**config.mk**
```make
export PLATFORM = sky130hd
export DESIGN_NAME = regfile_wb_buffer
export DESIGN_NICKNAME = d
export VERILOG_FILES = /design/src/rtl/regfile_wb_buffer_pkg.sv /design/src/rtl/wb_match.sv /design/src/rtl/regfile_wb_buffer.sv
export SDC_FILE = /design/constraint.sdc
export NUM_CORES = 1
export LEC_CHECK = 0
export CORE_MARGIN = 2
export CORE_UTILIZATION = 40
export CTS_CLUSTER_SIZE = 20
export DETAILED_ROUTE_END_ITERATION = 7
export PLACE_DENSITY = 0.63
export REMOVE_ABC_BUFFERS = 1
export SLEW_MARGIN = 30
export SYNTH_ARGS = -nofsm -noshare
export SYNTH_HDL_FRONTEND = slang
export SYNTH_SLANG_ARGS = --single-unit
```
**constraint.sdc**
```tcl
create_clock -name clk -period 3.06 [get_ports clk]
set_input_delay 0.459 -clock clk [delete_from_list [all_inputs] [get_ports clk]]
set_output_delay 0.459 -clock clk [all_outputs]
set_load 0.01 [all_outputs]
```
**src/rtl/regfile_wb_buffer_pkg.sv**
```systemverilog
// Shared defaults for the register-file writeback buffer and its lookup helper.
package regfile_wb_buffer_pkg;

  localparam int DBITS_DEFAULT = 32;
  localparam int ABITS_DEFAULT = 4;
  localparam int DEPTH_DEFAULT = 4;

  // Pointer width for a power-of-two ring of the given depth.
  function automatic int ptr_bits(input int depth);
    return (depth > 1) ? $clog2(depth) : 1;
  endfunction

endpackage

```
**src/rtl/wb_match.sv**
```systemverilog
// Priority lookup over the pending writeback ring.
// Returns the newest occupied entry whose index matches the read index.
module wb_match
  import regfile_wb_buffer_pkg::*;
#(
  parameter int DBITS = DBITS_DEFAULT,
  parameter int ABITS = ABITS_DEFAULT,
  parameter int DEPTH = DEPTH_DEFAULT,
  parameter int PBITS = ptr_bits(DEPTH)
) (
  input  logic [ABITS-1:0] inds  [DEPTH],
  input  logic [DBITS-1:0] datas [DEPTH],
  input  logic [PBITS-1:0] head,
  input  logic [PBITS:0]   occupied,
  input  logic [ABITS-1:0] rd_ind,
  output logic             hit,
  output logic [DBITS-1:0] data
);

  // Walk from oldest to newest; a later match overwrites an earlier one,
  // so the newest pending write for the index wins.
  always_comb begin
    hit  = 1'b0;
    data = '0;
    for (int k = 0; k < DEPTH; k++) begin
      if (((PBITS+1)'(k) < occupied) && (inds[head + PBITS'(k)] == rd_ind)) begin
        hit  = 1'b1;
        data = datas[head + PBITS'(k)];
      end
    end
  end

endmodule

```
**src/rtl/regfile_wb_buffer.sv**
```systemverilog
// In-order writeback buffer in front of the register file's single write port,
// with newest-value forwarding for two read ports.
module regfile_wb_buffer
  import regfile_wb_buffer_pkg::*;
#(
  parameter int DBITS = DBITS_DEFAULT,
  parameter int ABITS = ABITS_DEFAULT,
  parameter int DEPTH = DEPTH_DEFAULT
) (
  input  logic             clk,
  input  logic             rst_n,
  input  logic             inValid,
  output logic             inReady,
  input  logic [ABITS-1:0] inInd,
  input  logic [DBITS-1:0] inData,
  input  logic             hold,
  output logic             wrtEn,
  output logic [ABITS-1:0] wrtInd,
  output logic [DBITS-1:0] dOut,
  input  logic [ABITS-1:0] rdInd0,
  input  logic [ABITS-1:0] rdInd1,
  output logic             fwdHit0,
  output logic             fwdHit1,
  output logic [DBITS-1:0] fwdData0,
  output logic [DBITS-1:0] fwdData1,
  output logic [ABITS:0]   count,
  output logic             empty
);

  localparam int PBITS = ptr_bits(DEPTH);

  logic [ABITS-1:0] ind_q  [DEPTH];
  logic [DBITS-1:0] data_q [DEPTH];
  logic [PBITS-1:0] head;
  logic [PBITS-1:0] tail;
  logic [PBITS:0]   cnt;
  logic             push;
  logic             pop;

  // Handshake: a request transfers on a rising edge where inValid && inReady.
  // inReady depends only on occupancy, so a full buffer refuses even when the
  // head drains on the same edge.
  assign inReady = (cnt != (PBITS+1)'(DEPTH));
  assign empty   = (cnt == '0);
  assign push    = inValid && inReady;
  assign wrtEn   = !empty && !hold;
  assign pop     = wrtEn;
  assign wrtInd  = empty ? '0 : ind_q[head];
  assign dOut    = empty ? '0 : data_q[head];
  assign count   = (ABITS+1)'(cnt);

  // Entry storage carries no reset; occupancy alone says what is valid.
  always_ff @(posedge clk) begin
    if (push) begin
      ind_q[tail]  <= inInd;
      data_q[tail] <= inData;
    end
  end

  always_ff @(posedge clk or negedge rst_n) begin
    if (!rst_n) begin
      head <= '0;
      tail <= '0;
      cnt  <= '0;
    end else begin
      if (push) tail <= tail + PBITS'(1);
      if (pop)  head <= head + PBITS'(1);
      unique case ({push, pop})
        2'b10:   cnt <= cnt + (PBITS+1)'(1);
        2'b01:   cnt <= cnt - (PBITS+1)'(1);
        default: cnt <= cnt;
      endcase
    end
  end

  wb_match #(.DBITS(DBITS), .ABITS(ABITS), .DEPTH(DEPTH), .PBITS(PBITS)) u_match0 (
    .inds     (ind_q),
    .datas    (data_q),
    .head     (head),
    .occupied (cnt),
    .rd_ind   (rdInd0),
    .hit      (fwdHit0),
    .data     (fwdData0)
  );

  wb_match #(.DBITS(DBITS), .ABITS(ABITS), .DEPTH(DEPTH), .PBITS(PBITS)) u_match1 (
    .inds     (ind_q),
    .datas    (data_q),
    .head     (head),
    .occupied (cnt),
    .rd_ind   (rdInd1),
    .hit      (fwdHit1),
    .data     (fwdData1)
  );

endmodule

```
==> impl_metrics.json, run 1 <==
{
  "final_common_cell": "edfxtp_1",
  "drc": 0,
  "finClkSkew_ps": 7.49,
  "drt-total-wl_um": 35200,
  "io_buffers": 155,
  "synthArstFlopShare": 0.0464,
  "clk_latency_ps": 430,
  "switching_power_uw": 7750,
  "numCtsBuffers": 17,
  "rsz0062_at_grt": "yes",
  "post_dp_cell_area_sq_um": 13000,
  "setup_slack_ps": -655,
  "crit_required_ps": 2600,
  "outcome": "finished with violations",
  "crit_top_cell": "buf_12",
  "cts_tree": "built",
  "worstSetupPathType": "reg2out",
  "r2r_setup_slack_ps": 880,
  "period_share": 1.21,
  "core_area_sq_um": 25300,
  "synth-seq-area-share": 0.437,
  "yosysUniqueCellTypes": 38,
  "slowest_stage": "dfrtp_4",
  "power_frac_clock": 0.120,
  "die_width_um": 164,
  "cts-hold-fix-buffers": 0,
  "gp_congestion": 0.825,
  "slew_headroom": 0.656,
  "p_int_uw": 10400,
  "diodes": 0,
  "r2r-end": "cnt[2]$_DFFE_PN0P_",
  "drv_cap": 0,
  "drive_above_1_share": 0.491,
  "startpoint_type": "register",
  "initial_core_util": 0.408,
  "area_growth_pct": 48.7,
  "critical-path-max-stage-delay_ps": 510,
  "synth_edf_count": 144,
  "r2r_cells": 10,
  "cp.arrival_ps": 3260,
  "drv_slew": 0,
  "end_kind": "output port",
  "p_seq_frac": 0.167,
  "syn_inst": 838,
  "tightest_slew_ps": 511,
  "synth_compound_area_frac": 0.178,
  "clk_pin_slew_ps": 60,
  "clock-sinks": 151,
  "power_frac_comb": 0.713,
  "synth-xor-area-share": 0.0315,
  "fmax_mhz": 269,
  "ir_worst_vdd_v": 0.000548,
  "gr-total-overflow": 0,
  "antenna_found_initial": 0,
  "fin_util": 0.606,
  "vias": 9100,
  "num_rows": 58,
  "cpLargestDelayFamily": "compound AO/OA/AOI/OAI gates",
  "nNetsFinal": 1164,
  "yosys_warnings": 0,
  "period_minus_slack_ps": 3710,
  "clockBufferDepth": 2,
  "dieArea_sq_um": 27000,
  "setup_violations": 66,
  "reg2reg_from": "cnt[0]$_DFFE_PN0P_",
  "synth-adder-area-share": 0.0109,
  "synth_top_family_by_area": "multiplexers",
  "crit_fanout": 14,
  "cp.depth": 10,
  "vias_per_cell": 6.28,
  "violations": "setup timing",
  "ant_nets": 0,
  "layout_common_cells": "edfxtp_1 (144), buf_4 (92), mux4_2 (79), o21ai_0 (71), buf_2 (64)",
  "hp-class": "in2async",
  "grt_max_degree": 67,
  "routedWlPerCell_um": 24.3,
  "power_density_nw_per_um2": 1180,
  "fin_area_sq_um": 15300,
  "fp.dieH_um": 164,
  "grt_pass1_wl_um": 51300,
  "dp_hpwl_um": 20900,
  "p_total_uw": 18100,
  "grt_pass1_vias": 8775,
  "synthSimpleGateAreaFrac": 0.0618,
  "critPathLaunch": "head[0]$_DFFE_PN0P_",
  "muxShareOfSynthArea": 0.243,
  "first_iter_violations": 887,
  "cp_cell_sequence": "buf_12, mux4_2, xor2_2, a2111oi_4, and3b_2, buf_12, buf_6, a221oi_2, o22ai_2, buf_2",
  "p_sw_frac": 0.428,
  "htreeDepth": 4,
  "io_pins": 158,
  "leakage_uw": 0.00586,
  "firstDrtPassIters": 5,
  "cts-root-buf": "clkbuf_16",
  "synth-main-ff-cell": "edfxtp_1",
  "synth.avg_cell_area_sq_um": 12.3,
  "syn_area_sq_um": 10300,
  "ys_ff_latch": 151,
  "cp.buffers_inverters": 4,
  "gr-usage-all-layers": 0.251,
  "final-hold-violation-count": 0
}
[power groups by stage]
stage          clock (uW)  combinational (uW)  sequential [uW]
3_5_place_dp            0               10800             3050
2_1_floorplan           0                5180             3430
3_3_place_gp            0               10800             3030
5_1_grt              2280               13700             3070
6_report             2170               12900             3020
4_1_cts              2180               11700             3010
[layout make-up]
type                            count  area (sq um)
Fill cell                        1955          9950
Timing Repair Buffer              335          3450
Sequential cell                   151          4510
Multi-Input combinational cell    595          6310
Inverter                            7          26.3
Tap cell                          330           413
Clock inverter                     15           176
Clock buffer                       17           425
[sequential cells by signal (all words and copies together), names as in the netlist]
| signal | count |
|---|---|
| cnt | 3 |
| data_q | 128 |
| tail | 2 |
| head | 2 |
| ind_q | 16 |
[per-layer routing]
| layer | GRT usage | share of wire |
|---|---|---|
| met4 | 0.0771 | 0.024 |
| met5 | 0 | 0 |
| met2 | 0.402 | 0.47 |
| met3 | 0.0455 | 0.077 |
| met1 | 0.349 | 0.43 |
[worst reg2reg max path, cell delays in order, from the launching register on]
cell,delay [ps]
dfrtp_1,380
buf_4,160
inv_1,110
ha_1,180
nor2b_4,150
buf_4,270
nor2_1,70
buf_4,160
ha_1,340
nor2_1,170
xnor2_1,130
[metrics by stage]
step	instances	setup WS (ps)	hold slack, ps	TNS (ps)
after floorplan	753	-6120	163	-474160
after global placement	1339	-485	601	-26890
after detailed placement	1339	-518	599	-27960
after CTS	1421	-619	298	-31950
after global routing	1450	-754	309	-42080
final	1450	-655	300	-36100
[logic make-up after synthesis]
group                      Yosys count
AOI/OAI and AO/OA                  268
xor gates and xnor gates            37
adders and majority gates            9
buffers and inverters               93
DFF                                151
muxes                              147
other                                1
and+or+nand+nor                    132
[worst max path at each step]
| stage | endpoint | slack, ps |
|---|---|---|
| after CTS | fwdData1[8] | -620 |
| final | fwdData1[29] | -650 |
| after floorplan | fwdData1[0] | -6120 |
| after detailed placement | fwdData1[4] | -520 |
| after global routing | fwdData1[29] | -750 |
| after global placement | fwdData0[23] | -480 |
[timing repair]
item / CTS / global route
buffers inserted: 42 / 30
endpoints found under the hold margin: 0 / 0
setup endpoints to repair: 97 / 83
cloned: 10 / 7
pin swaps: 51 / 40
gates resized for setup: 432 / 148
[synth_stat cells (all sizes together), types with 2 or more instances]
cell type,instances,area [sq um]
a21oi,34,170
a221oi,64,686
and2,2,12.5
and3,6,37.5
buf,29,145
clkbuf,57,214
dfrtp,7,175
edfxtp,144,4320
ha,9,113
inv,7,26.3
mux2,33,372
mux2i,35,350
mux4,79,1780
nand2,39,146
nand3,6,30.0
nor2,34,128
nor2b,37,231
nor3,4,20.0
o21ai,100,500
o22ai,64,400
or3,2,12.5
xnor2,20,175
xor2,17,149
Note: power is estimated with default switching activity, not from simulation.
==> run 2, diff against run 1 <==
Settings changed: ABC_AREA set to 1, CAP_MARGIN set to 20, PLACE_DENSITY 0.63 to 0.61.
==> run 2 against run 1 <==
Setup slack gained 470 ps. Critical path type unchanged. Synthesized area is 16% higher. The flow still finishes with violations (setup timing). Power up 21%. Worst hold slack worse by 7.8 ps. Clock skew grew 0.52 ps. Combinational power grew 29%. Final cell count rose by 65%.
==> impl_metrics.json, run 2 <==
{
  "ys_ff_latch": 151,
  "top_register": "data_q",
  "muxShareOfSynthArea": 0.0520,
  "slew_headroom": 0.629,
  "period_share": 1.06,
  "vias": 12700,
  "slowest_stage": "dfrtp_4",
  "grt_use_met1": 0.338,
  "met2_usage": 0.429,
  "setup_slack_ps": -185,
  "period_minus_slack_ps": 3240,
  "synth-xor-area-share": 0.00870,
  "cp.arrival_ps": 2790,
  "cts_tree": "built",
  "num_rows": 63,
  "crit_required_ps": 2600,
  "dieArea_sq_um": 31300,
  "fmax_mhz": 308,
  "hp-class": "in2async",
  "yosys_warnings": 0,
  "grt_busiest_layer": "met2",
  "fp.dieH_um": 177,
  "gp_congestion": 0.903,
  "core_area_sq_um": 29500,
  "finClkSkew_ps": 8.01,
  "synthSimpleGateAreaFrac": 0.391,
  "io_buffers": 155,
  "synth_top_family_by_area": "simple AND/OR/NAND/NOR gates",
  "netlist.area_leader.share": 0.362,
  "ir_worst_vdd_v": 0.000843,
  "largest_reg_flops": 128,
  "firstDrtPassIters": 6,
  "clk_pin_slew_ps": 70,
  "clk_latency_ps": 440,
  "ant_nets": 0,
  "synth_compound_area_frac": 0.0742,
  "synthTopCellsByCount": "nand2_1 (783), nor2_1 (187), edfxtp_1 (144), nand3_1 (143), inv_1 (101)",
  "synthArstFlopShare": 0.0464,
  "drive_above_1_share": 0.220,
  "synth-main-ff-cell": "edfxtp_1",
  "first_iter_violations": 1270,
  "synth_top_area_cell": "edfxtp_1",
  "synth.avg_cell_area_sq_um": 6.78,
  "use_met3": 0.0305,
  "tightest_slew_ps": 555,
  "area_growth_pct": 40.7,
  "post_dp_cell_area_sq_um": 14500,
  "drv_slew": 0,
  "syn_area_sq_um": 11900,
  "gr-total-overflow": 0,
  "syn_inst": 1762,
  "clockBufferDepth": 2,
  "numCtsBuffers": 17,
  "critical-path-max-stage-delay_ps": 540,
  "rsz0062_at_grt": "yes",
  "drc": 0,
  "synth.most_common_cell": "nand2_1",
  "synth-seq-area-share": 0.377,
  "gr-usage-all-layers": 0.255,
  "power_density_nw_per_um2": 1300,
  "outcome": "finished with violations",
  "place_ws_ps": -142,
  "antenna_found_initial": 1,
  "drv_cap": 0,
  "reg.largest.list": "data_q x128, ind_q x16, cnt x3",
  "worstSetupPathType": "reg2out",
  "vias_per_cell": 5.30,
  "nNetsFinal": 2052,
  "crit_fanout": 15,
  "synth_edf_count": 144,
  "cts-root-buf": "clkbuf_16",
  "grt_pass1_wl_um": 62000,
  "startpoint_type": "register",
  "end_kind": "output port",
  "htreeDepth": 4,
  "die_width_um": 177,
  "io_pins": 158,
  "violations": "setup timing",
  "layout_common_cells": "nand2_1 (712), nor2_1 (149), edfxtp_1 (144), nand3_1 (112), inv_1 (100)",
  "final-hold-violation-count": 0,
  "ys_top_cells_by_area": "edfxtp_1 (36%), nand2_1 (25%), nand3_1 (6.0%), nor2_1 (5.9%), mux2i_1 (5.2%)",
  "setup_violations": 81,
  "initial_core_util": 0.405,
  "crit_top_cell": "buf_12",
  "grt_max_degree": 77,
  "routedWlPerCell_um": 17.8,
  "grt_pass1_vias": 11500,
  "leakage_uw": 0.00806,
  "drt-total-wl_um": 42600,
  "cp_cell_sequence": "buf_12, o21ai_2, nand2_2, nand2_4, buf_12, xor2_4, nand3_4, buf_12, buf_4, nand3_1, nand3_1, nand2_1, nand2_2, buf_6",
  "dp_hpwl_um": 25100,
  "clock-sinks": 151,
  "fin_area_sq_um": 16800,
  "synth-adder-area-share": 0.00943,
  "final_common_cell": "nand2_1",
  "hold_slack_ps": 292,
  "yosysUniqueCellTypes": 31
}
## run 2: path summary, 6_finish.rpt
path | from | endpoint | cells past startpoint | slack, ps
min | rst_n | tail[0]$_DFFE_PN0P_ | 1 | 290
min reg2reg | cnt[1]$_DFFE_PN0P_ | cnt[1]$_DFFE_PN0P_ | 2 | 550
max reg2reg | cnt[0]$_DFFE_PN0P_ | cnt[2]$_DFFE_PN0P_ | 12 | 760
min in group clk | cnt[1]$_DFFE_PN0P_ | cnt[1]$_DFFE_PN0P_ | 2 | 550
max | head[0]$_DFFE_PN0P_ | fwdData1[5] | 14 | -180
max in group asynchronous | rst_n | head[0]$_DFFE_PN0P_ | 1 | 2480
## run 2: logic make-up after synthesis
| logic type | after synthesis |
|---|---|
| DFF | 151 |
| xor gates and xnor gates | 11 |
| adders and majority gates | 9 |
| AOI/OAI and AO/OA | 145 |
| other | 1 |
| muxes | 62 |
| and+or+nand+nor | 1160 |
| buffers and inverters | 223 |
## run 2: what timing repair did
item / 4_1_cts / 5_1_grt
buffers inserted: 43 / 21
hold buffers: 0 / 0
endpoints found under the setup margin: 93 / 98
cloned: 12 / 12
resized for setup: 372 / 149
pin swaps: 25 / 44
## run 2: routing by layer
layer  routed length, um  vias up  share of wire
met5                   0        -              0
met4                1240        0          0.029
met3                2930       95          0.069
met2               20700      562           0.48
met1               17800     5904           0.42
li1                    -     6146              -
## run 2: power breakdown
part / internal [uW] / switching (uW)
Sequential: 2750 / 216
Clock: 1380 / 936
Combinational: 6970 / 9600
## run 2: area by class of cell
type	instances	area [sq um]
fillers	2654	12700
multi-input cells	1390	7130
flip-flops and latches	151	4500
repair buffers	330	3640
well taps	390	488
clock buffers	18	429
inverters	105	417
clock inverters	14	196
diodes	1	2.50
## run 2: per-stage QoR
stage | cells | TNS (ps) | util | power (uW)
finish | 2399 | -6210 | 0.570 | 21800
global route | 2399 | -17580 | 0.570 | 23400
CTS | 2368 | -7000 | 0.540 | 20200
detailed placement | 2283 | -4180 | 0.491 | 17000
global placement | 2283 | -4120 | 0.491 | 16900
floorplan | 1645 | -540850 | - | 10500
## run 2: worst max-delay path: cells and delay by family, from the launching register on
family,cells,cell delay [ps]
and+or+nand+nor,7,710
DFF,1,540
AOI/OAI and AO/OA,1,170
buffers and inverters,5,710
xor gates and xnor gates,1,200
